--- src/rtl/seq_pkg.sv ---
// Shared definitions for the sequence-detector slice: serializer state
// encoding and the default word width used by the detector benches.
package seq_pkg;

  localparam int SEQ_W = 11;

  typedef enum logic [0:0] {
    IDLE  = 1'b0,
    SHIFT = 1'b1
  } ser_state_t;

endpackage

--- src/rtl/seq_bit_serializer_if.sv ---
// Handshake and serial-output bundle of the bit serializer.
// master: the word producer / observer; slave: the serializer itself.
interface seq_bit_serializer_if #(
  parameter int W = seq_pkg::SEQ_W
);
  localparam int LW = $clog2(W + 1);

  logic          in_valid;
  logic [W-1:0]  in_data;
  logic [LW-1:0] in_len;
  logic          in_ready;
  logic          pause;
  logic          dout;
  logic          dout_valid;
  logic          done;
  logic          busy;

  modport master (
    output in_valid, in_data, in_len, pause,
    input  in_ready, dout, dout_valid, done, busy
  );

  modport slave (
    input  in_valid, in_data, in_len, pause,
    output in_ready, dout, dout_valid, done, busy
  );
endinterface

--- src/rtl/seq_bit_serializer.sv ---
// Parallel-to-serial stage: takes a word plus bit count over valid/ready
// and streams it one bit per clock, gapless across consecutive words.
// pause freezes the stream; done marks the last bit of each word.
// Optional build macro: SER_MSB_FIRST_EN (left-aligned, MSB-first shifting);
// default build is LSB-first.
module seq_bit_serializer
  import seq_pkg::*;
#(
  parameter int W = SEQ_W
) (
  input logic                 clk,
  input logic                 rst,
  seq_bit_serializer_if.slave bus
);
  localparam int            LW      = $clog2(W + 1);
  localparam logic [LW-1:0] W_L     = LW'(W);
  localparam logic [LW-1:0] CNT_ONE = {{(LW-1){1'b0}}, 1'b1};
  localparam logic [LW-1:0] CNT_ZERO = {LW{1'b0}};

  ser_state_t    state_r;
  logic [W-1:0]  sh_r;
  logic [LW-1:0] cnt_r;

  logic [LW-1:0] len_s;
  logic [W-1:0]  load_s;
  logic [W-1:0]  next_sh_s;
  logic          pend_bit_s;
  logic          last_s;
  logic          ready_s;
  logic          accept_s;
  logic          dout_s;
  logic          dout_valid_s;

  // Effective length: 0 or anything above W means a full word.
  always_comb begin
    len_s = W_L;
    if ((bus.in_len == CNT_ZERO) || (bus.in_len > W_L)) begin
      len_s = W_L;
    end else begin
      len_s = bus.in_len;
    end
  end

  // Load image, shifted word and pending bit for the selected bit order.
  always_comb begin
`ifdef SER_MSB_FIRST_EN
    load_s     = bus.in_data << (W_L - len_s);
    next_sh_s  = {sh_r[W-2:0], 1'b0};
    pend_bit_s = sh_r[W-1];
`else
    load_s     = bus.in_data;
    next_sh_s  = {1'b0, sh_r[W-1:1]};
    pend_bit_s = sh_r[0];
`endif
  end

  // Handshake decode; in_ready never looks at in_valid.
  always_comb begin
    last_s = 1'b0;
    if (state_r == SHIFT) begin
      last_s = (!bus.pause) && (cnt_r == CNT_ONE);
    end else begin
      last_s = 1'b0;
    end
    ready_s  = (state_r == IDLE) || last_s;
    accept_s = bus.in_valid && ready_s;
  end

  // Serial output decode; a paused word still shows its pending bit.
  always_comb begin
    dout_s       = 1'b0;
    dout_valid_s = 1'b0;
    if (state_r == SHIFT) begin
      dout_s       = pend_bit_s;
      dout_valid_s = !bus.pause;
    end else begin
      dout_s       = 1'b0;
      dout_valid_s = 1'b0;
    end
  end

  assign bus.in_ready   = ready_s;
  assign bus.dout       = dout_s;
  assign bus.dout_valid = dout_valid_s;
  assign bus.done       = last_s;
  assign bus.busy       = (state_r == SHIFT);

  // Two-state serializer FSM with its word register and bit counter.
  always_ff @(posedge clk or posedge rst) begin
    if (rst) begin
      state_r <= IDLE;
      sh_r    <= {W{1'b0}};
      cnt_r   <= CNT_ZERO;
    end else begin
      case (state_r)
        IDLE: begin
          if (accept_s) begin
            sh_r    <= load_s;
            cnt_r   <= len_s;
            state_r <= SHIFT;
          end else begin
            state_r <= IDLE;
          end
        end
        SHIFT: begin
          if (bus.pause) begin
            state_r <= SHIFT;
          end else if (accept_s) begin
            sh_r    <= load_s;
            cnt_r   <= len_s;
            state_r <= SHIFT;
          end else if (cnt_r == CNT_ONE) begin
            sh_r    <= next_sh_s;
            cnt_r   <= cnt_r - CNT_ONE;
            state_r <= IDLE;
          end else begin
            sh_r    <= next_sh_s;
            cnt_r   <= cnt_r - CNT_ONE;
            state_r <= SHIFT;
          end
        end
        default: begin
          state_r <= IDLE;
          sh_r    <= {W{1'b0}};
          cnt_r   <= CNT_ZERO;
        end
      endcase
    end
  end

endmodule

--- src/flat_wrapper.sv ---
// flat-port wrapper written by rule: the top's interface ports become plain ports
module seq_bit_serializer_flat import seq_pkg::*;
#(
  parameter int W = SEQ_W
)
  (clk, rst, bus_in_valid, bus_in_data, bus_in_len, bus_pause, bus_in_ready, bus_dout, bus_dout_valid, bus_done, bus_busy);
  seq_bit_serializer_if #(.W(W)) bus_i ();
  input logic clk;
  input logic rst;
  input wire logic [$bits(bus_i.in_valid)-1:0] bus_in_valid;
  input wire logic [$bits(bus_i.in_data)-1:0] bus_in_data;
  input wire logic [$bits(bus_i.in_len)-1:0] bus_in_len;
  input wire logic [$bits(bus_i.pause)-1:0] bus_pause;
  output wire logic [$bits(bus_i.in_ready)-1:0] bus_in_ready;
  output wire logic [$bits(bus_i.dout)-1:0] bus_dout;
  output wire logic [$bits(bus_i.dout_valid)-1:0] bus_dout_valid;
  output wire logic [$bits(bus_i.done)-1:0] bus_done;
  output wire logic [$bits(bus_i.busy)-1:0] bus_busy;
  assign bus_i.in_valid = bus_in_valid;
  assign bus_i.in_data = bus_in_data;
  assign bus_i.in_len = bus_in_len;
  assign bus_i.pause = bus_pause;
  assign bus_in_ready = bus_i.in_ready;
  assign bus_dout = bus_i.dout;
  assign bus_dout_valid = bus_i.dout_valid;
  assign bus_done = bus_i.done;
  assign bus_busy = bus_i.busy;
  seq_bit_serializer #(.W(W)) u_core (.clk(clk), .rst(rst), .bus(bus_i));
endmodule
--- config.mk ---
export PLATFORM = sky130hd
export DESIGN_NAME = seq_bit_serializer_flat
export DESIGN_NICKNAME = d
export VERILOG_FILES = /design/src/rtl/seq_pkg.sv /design/src/rtl/seq_bit_serializer_if.sv /design/src/rtl/seq_bit_serializer.sv /design/src/flat_wrapper.sv
export SDC_FILE = /design/constraint.sdc
export NUM_CORES = 1
export LEC_CHECK = 0
export BUFFER_PORTS_ARGS = -buffer_cell sky130_fd_sc_hd__buf_2
export CELL_PAD_IN_SITES_DETAIL_PLACEMENT = 0
export CELL_PAD_IN_SITES_GLOBAL_PLACEMENT = 1
export CORE_ASPECT_RATIO = 0.75
export CORE_UTILIZATION = 39
export DETAILED_ROUTE_END_ITERATION = 10
export HOLD_SLACK_MARGIN = 0.06
export PLACE_DENSITY_LB_ADDON = 0.3
export SYNTH_ARGS = -nofsm -noshare
export SYNTH_HDL_FRONTEND = slang
export SYNTH_SLANG_ARGS = --single-unit
--- constraint.sdc ---
create_clock -name clk -period 2.38 [get_ports clk]
set_clock_uncertainty 0.1 [all_clocks]
set_input_delay 0 -clock clk [delete_from_list [all_inputs] [get_ports clk]]
set_output_delay 0 -clock clk [all_outputs]
set_load 0.1 [all_outputs]
==> impl_metrics.ini, run 1 <==
[clock_network]
cts_tree = done
cts_buffers = 3
htree_levels = 1
clk_latency_ps = 250
cts_num_sinks = 16
clk_path_buf_depth = 2
clkTransAtPathRegs_ps = 60
cts-root-buf = clkbuf_8
postCtsSetupBuffers = 0
ctsResizeCount = 0

[min_path]
worstHoldEndpoint = u_core.cnt_r[3]
min_from = bus_in_len[2]
hp-class = in -> reg
whs_path_depth = 4

[die]
core_area_sq_um = 2660
row_count = 16
start_util = 0.416
die-area_sq_um = 3060
num_io_pins = 24
die_w_um = 63.6
die_y_um = 48.2

[synthesis]
avgSynthCellArea_sq_um = 8.66
postSynth.asyncResetShare = 1.00
syn-num-nets = 149
ys_seq_area_frac = 0.361
yosys.area.top_type = dfrtp_1
syn-cell-area_sq_um = 1110
ys_types = 32
synth_seq_cells = 16
synth_area_leaders = dfrtp_1 36%, o31a_1 8.7%, o2bb2ai_1 7.9%
ys.flop_type = dfrtp_1
synth_cells = 128
ys_warn_count = 0
synth_top_area_frac = 0.361
synth_edf_count = 0

[power_and_ir_drop]
power_switching_mw = 0.457
sw_frac_of_total = 0.387
vdd_ir_drop_max_mv = 0.334
p_per_area_nw_per_um2 = 797
p_leak_nw = 0.665
seqPwrFrac = 0.373
p_int_mw = 0.726
pwr-share-comb = 0.423
p_clk_frac = 0.204
power_mw = 1.18

[setup_path]
cp_slowest_cell = or4b_4
crit_arrival_ps = 2110
cp_max_fo = 14
reg2reg_depth = 5
critPathKind = reg -> out
startpoint_type = register
end_kind = primary output
cp_slowest_stage_delay_ps = 590
regToRegSetupSlack_ps = 300
r2r-end = u_core.cnt_r[1]
cp.required_ps = 2280
r2r-start = u_core.cnt_r[1]
path_cells = inv_1 > ha_1 > or4b_4 > nand2_1 > buf_2

[timing]
fmax_ghz = 0.452
worst_pin_slew_ps = 642
hold_viol = 0
drv_slew = 0
holdWs_ps = 142
grt_setup_unrepaired = false
setup_violations = 0
relSlewSlack = 0.571
tns_ps = 0
fin_crit_sh = 0.931
period_needed_ps = 2210

[finish]
drive_above_1_share = 0.240
multi_input_comb_area_sq_um = 631
nets = 189
fin_area_sq_um = 1480
fillCellCount = 247
area_growth_pct = 33.9
num_antenna_cells = 0
final_cells = 203
regArea_sq_um = 402

[route]
vias = 1118
viasPerCell = 5.51
drt-total-wl_um = 2900
antenna_left = 0
drtIter0Drc = 90
route.detailed.drc = 0
routedWlPerCell_um = 14.3
first_pass_iters = 4

[placement]
place.gp.congestion = 0.902
dp.cells = 184
place_hpwl_um = 1930
placed_area_sq_um = 1280
port_buffers = 23

[grt]
antenna_found_initial = 0
grt_pass1_wl_um = 4520
overflow = 0
grt_usage = 0.194
grt_max_degree = 25
grt_pass1_vias = 994

[outcome]
status = finished clean

[run]
drv_cap = 0
area by class of cell:
| type | count | area share |
|---|---|---|
| Tap cell | 36 | 0.0304 |
| Sequential cell | 16 | 0.271 |
| Inverter | 9 | 0.0228 |
| Timing Repair Buffer | 45 | 0.214 |
| Clock buffer | 4 | 0.0371 |
| Multi-Input combinational cell | 93 | 0.425 |
repair_timing:
| action | 4_1_cts | 5_1_grt |
|---|---|---|
| endpoints found under the setup margin | 0 | 0 |
| hold buffers | 15 | 0 |
| hold endpoints to repair | 30 | 0 |
sequential cells by signal (all words and copies together), names as in the netlist:
register	flops
u_core.sh_r	11
u_core.cnt_r	4
u_core.bus.busy	1
placed cells by master (no fill, tap or decap):
master	instances
a2111oi_4	1
a211oi_1	1
a21oi_1	10
a221oi_1	1
a222oi_1	1
a311o_1	1
a311oi_1	1
a31o_2	1
a41oi_1	1
and2_1	2
and3_2	1
buf_2	23
buf_4	7
clkbuf_8	4
dfrtp_1	15
dfrtp_2	1
dlygate4sd3_1	15
ha_1	2
inv_1	9
nand2_1	22
nor2_1	3
nor2b_1	3
nor3_1	2
nor3b_1	1
nor4_1	1
nor4b_1	1
o2111a_1	1
o21ai_0	1
o221ai_1	2
o2bb2ai_1	10
o31a_1	11
or2_2	1
or3_1	10
or4b_4	1
stage by stage:
step           worst slack [ps]  utilization
3_5_place_dp                332        0.480
2_1_floorplan              39.0            -
3_3_place_gp                374        0.480
5_1_grt                    90.6        0.557
6_report                    165        0.557
4_1_cts                     171        0.557
critical path, delay by kind of cell (launching register included):
family | cells | cell delay [ps]
flip-flops | 1 | 380
adder cells (fa/ha/maj) | 1 | 200
buffers and inverters | 2 | 560
AND/OR/NAND/NOR | 2 | 720
cell families after synthesis:
family,Yosys count,synth area share
AND/OR/NAND/NOR,48,0.222
AO/OA/AOI/OAI,43,0.323
buffers and inverters,19,0.0711
flip-flops,16,0.361
adder cells (fa/ha/maj),2,0.0226
how the worst max path moves through the flow:
stage / from / to / slack, ps / cells past startpoint
finish: u_core.cnt_r[1] / bus_in_ready / 170 / 5
floorplan: u_core.cnt_r[1] / u_core.bus.busy / 40 / 6
global route: u_core.cnt_r[1] / bus_in_ready / 90 / 5
CTS: u_core.cnt_r[1] / bus_in_ready / 170 / 5
detailed placement: u_core.cnt_r[1] / u_core.cnt_r[1] / 330 / 5
global placement: u_core.cnt_r[1] / u_core.cnt_r[0] / 370 / 5
power by group through the flow:
| stage | combinational [mW] | clock, mW | sequential, mW |
|---|---|---|---|
| 4_1_cts | 0.499 | 0.250 | 0.437 |
| 6_report | 0.500 | 0.242 | 0.441 |
| 5_1_grt | 0.549 | 0.263 | 0.453 |
| 3_3_place_gp | 0.471 | 0 | 0.439 |
| 2_1_floorplan | 0.391 | 0 | 0.426 |
| 3_5_place_dp | 0.477 | 0 | 0.442 |
cells in the mapped netlist (all sizes together), types with 2 or more instances:
library cell   n
or3           10
nor2           3
clkbuf         6
buf            4
nand2         22
nor3           2
dfrtp         16
o31a          11
and2           2
a21oi         10
o2bb2ai       10
inv            9
o221ai         2
nor2b          3
ha             2
per-layer routing:
metal / vias up / global-route usage / share of wire
li1: 551 / - / -
met1: 529 / 0.269 / 0.48
met2: 38 / 0.317 / 0.46
met3: 0 / 0.0421 / 0.059
met4: 0 / 0.0455 / 0
met5: - / 0 / 0
(Power assumes the default switching activity.)
==> inputs of run 2 (changes only) <==
--- a/config.mk
+++ b/config.mk
@@ -15,2 +15,3 @@
 export PLACE_DENSITY_LB_ADDON = 0.3
+export REMOVE_ABC_BUFFERS = 1
 export SYNTH_ARGS = -nofsm -noshare
--- a/constraint.sdc
+++ b/constraint.sdc
@@ -4,2 +4,2 @@
 set_output_delay 0 -clock clk [all_outputs]
-set_load 0.1 [all_outputs]
+set_load 0.02 [all_outputs]
==> run 2 against run 1 <==
Worst hold slack got worse by 24 ps. Count of clock-buffer cells in the layout stayed put. Largest power group is now registers. Core utilization is 0.094 points lower. Sequential share of layout area hardly changed. Highest routed layer is now met4. Critical path type is now reg -> reg.
==> impl_metrics.ini, run 2 (synthesized netlist as in run 1, its figures left out) <==
[timing]
drv_slew = 0
hold_viol = 0
relSlewSlack = 0.434
setup_violations = 0
fin_crit_sh = 0.895
period_needed_ps = 2130
grt_setup_unrepaired = false
worst_slack_ps = 251
holdWs_ps = 119
worst_pin_slew_ps = 845
fmax_ghz = 0.470

[clock_network]
postCtsSetupBuffers = 0
clk_path_buf_depth = 2
hold_buffers = 15
ctsResizeCount = 0
htree_levels = 1
cts-root-buf = clkbuf_8
clk_latency_ps = 250
cts_num_sinks = 16
cts_buffers = 3
cts_tree = done
clkTransAtPathRegs_ps = 70

[die]
core_area_sq_um = 2660
num_io_pins = 24
die_w_um = 63.6
die-area_sq_um = 3060
die_y_um = 48.2
row_count = 16
start_util = 0.416

[setup_path]
startpoint_type = register
regToRegSetupSlack_ps = 250
critPathKind = reg -> reg
end_kind = register
cp_max_fo = 14
crit_arrival_ps = 2120
cp.required_ps = 2370

[placement]
place_ws_ps = 268
port_buffers = 23
place_hpwl_um = 2080
place.gp.congestion = 0.747

[route]
viasPerCell = 5.64
routedWlPerCell_um = 15.0
drt-total-wl_um = 3050
route.detailed.drc = 0
first_pass_iters = 4
drtIter0Drc = 56
antenna_left = 0
vias = 1144

[power_and_ir_drop]
p_leak_nw = 0.664
power_mw = 1.10
p_per_area_nw_per_um2 = 742
vdd_ir_drop_max_mv = 0.336

[finish]
multi_input_comb_area_sq_um = 629
top_register = u_core.sh_r
area_growth_pct = 33.6
nets = 189
final_common_cell = buf_2
largest_register_ffs = 11
regArea_sq_um = 400
num_antenna_cells = 0
fillCellCount = 250
final_util = 0.556
layout_common_cells = 23 x buf_2, 22 x nand2_1, 16 x dfrtp_1
drive_above_1_share = 0.228

[grt]
grt_max_degree = 17
grt_usage = 0.212
grt_pass1_vias = 1004
overflow = 0
grt_pass1_wl_um = 4810
antenna_found_initial = 0

[min_path]
hp-class = in -> reg

[run]
drv_cap = 0

[outcome]
status = finished clean
## run 2: cell types whose count changed in the layout (fill, tap and decap cells not counted)
cell	change
dfrtp_1	+1
and3_2	-1
dfrtp_2	-1
and3_1	+1
## run 2: power by group
group,switching [mW],internal (mW)
Clock,0.100,0.147
Combinational,0.207,0.211
Sequential,0.0681,0.367
## run 2: critical path: stages, from the launching register on
cell	delay, ps
dfrtp_1	380
inv_1	120
ha_1	210
or4b_4	600
a2111oi_4	410
a222oi_1	150
## run 2: layer usage
layer | GRT usage | part of all wire
met5 | 0 | 0
met4 | 0.0409 | 0.0039
met3 | 0.0514 | 0.068
met2 | 0.368 | 0.48
met1 | 0.279 | 0.45
## run 2: path summary, 6_finish.rpt
kind                                       from         endpoint  cells past startpoint
min in group asynchronous                   rst   u_core.sh_r[0]                      3
worst max register to register  u_core.cnt_r[1]  u_core.cnt_r[1]                      5
max in group asynchronous                   rst  u_core.cnt_r[0]                      3
worst max-delay path            u_core.cnt_r[1]  u_core.cnt_r[1]                      5
worst min register to register  u_core.cnt_r[0]  u_core.cnt_r[0]                      1
worst min-delay path              bus_in_len[2]  u_core.cnt_r[2]                      3
## run 2: per-stage QoR
stage          instance area, sq um  cells  setup TNS, ps
6_report                       1480    203              0
3_3_place_gp                   1280    184              0
5_1_grt                        1480    203              0
4_1_cts                        1480    203              0
2_1_floorplan                  1060    118           -194
3_5_place_dp                   1280    184              0
## run 2: cell type report
class                      count  area share
clock buffer                   4      0.0372
tap                           36      0.0304
multi-input combinational     93       0.425
inverter                       9      0.0228
sequential                    16       0.270
timing repair buffer          45       0.215
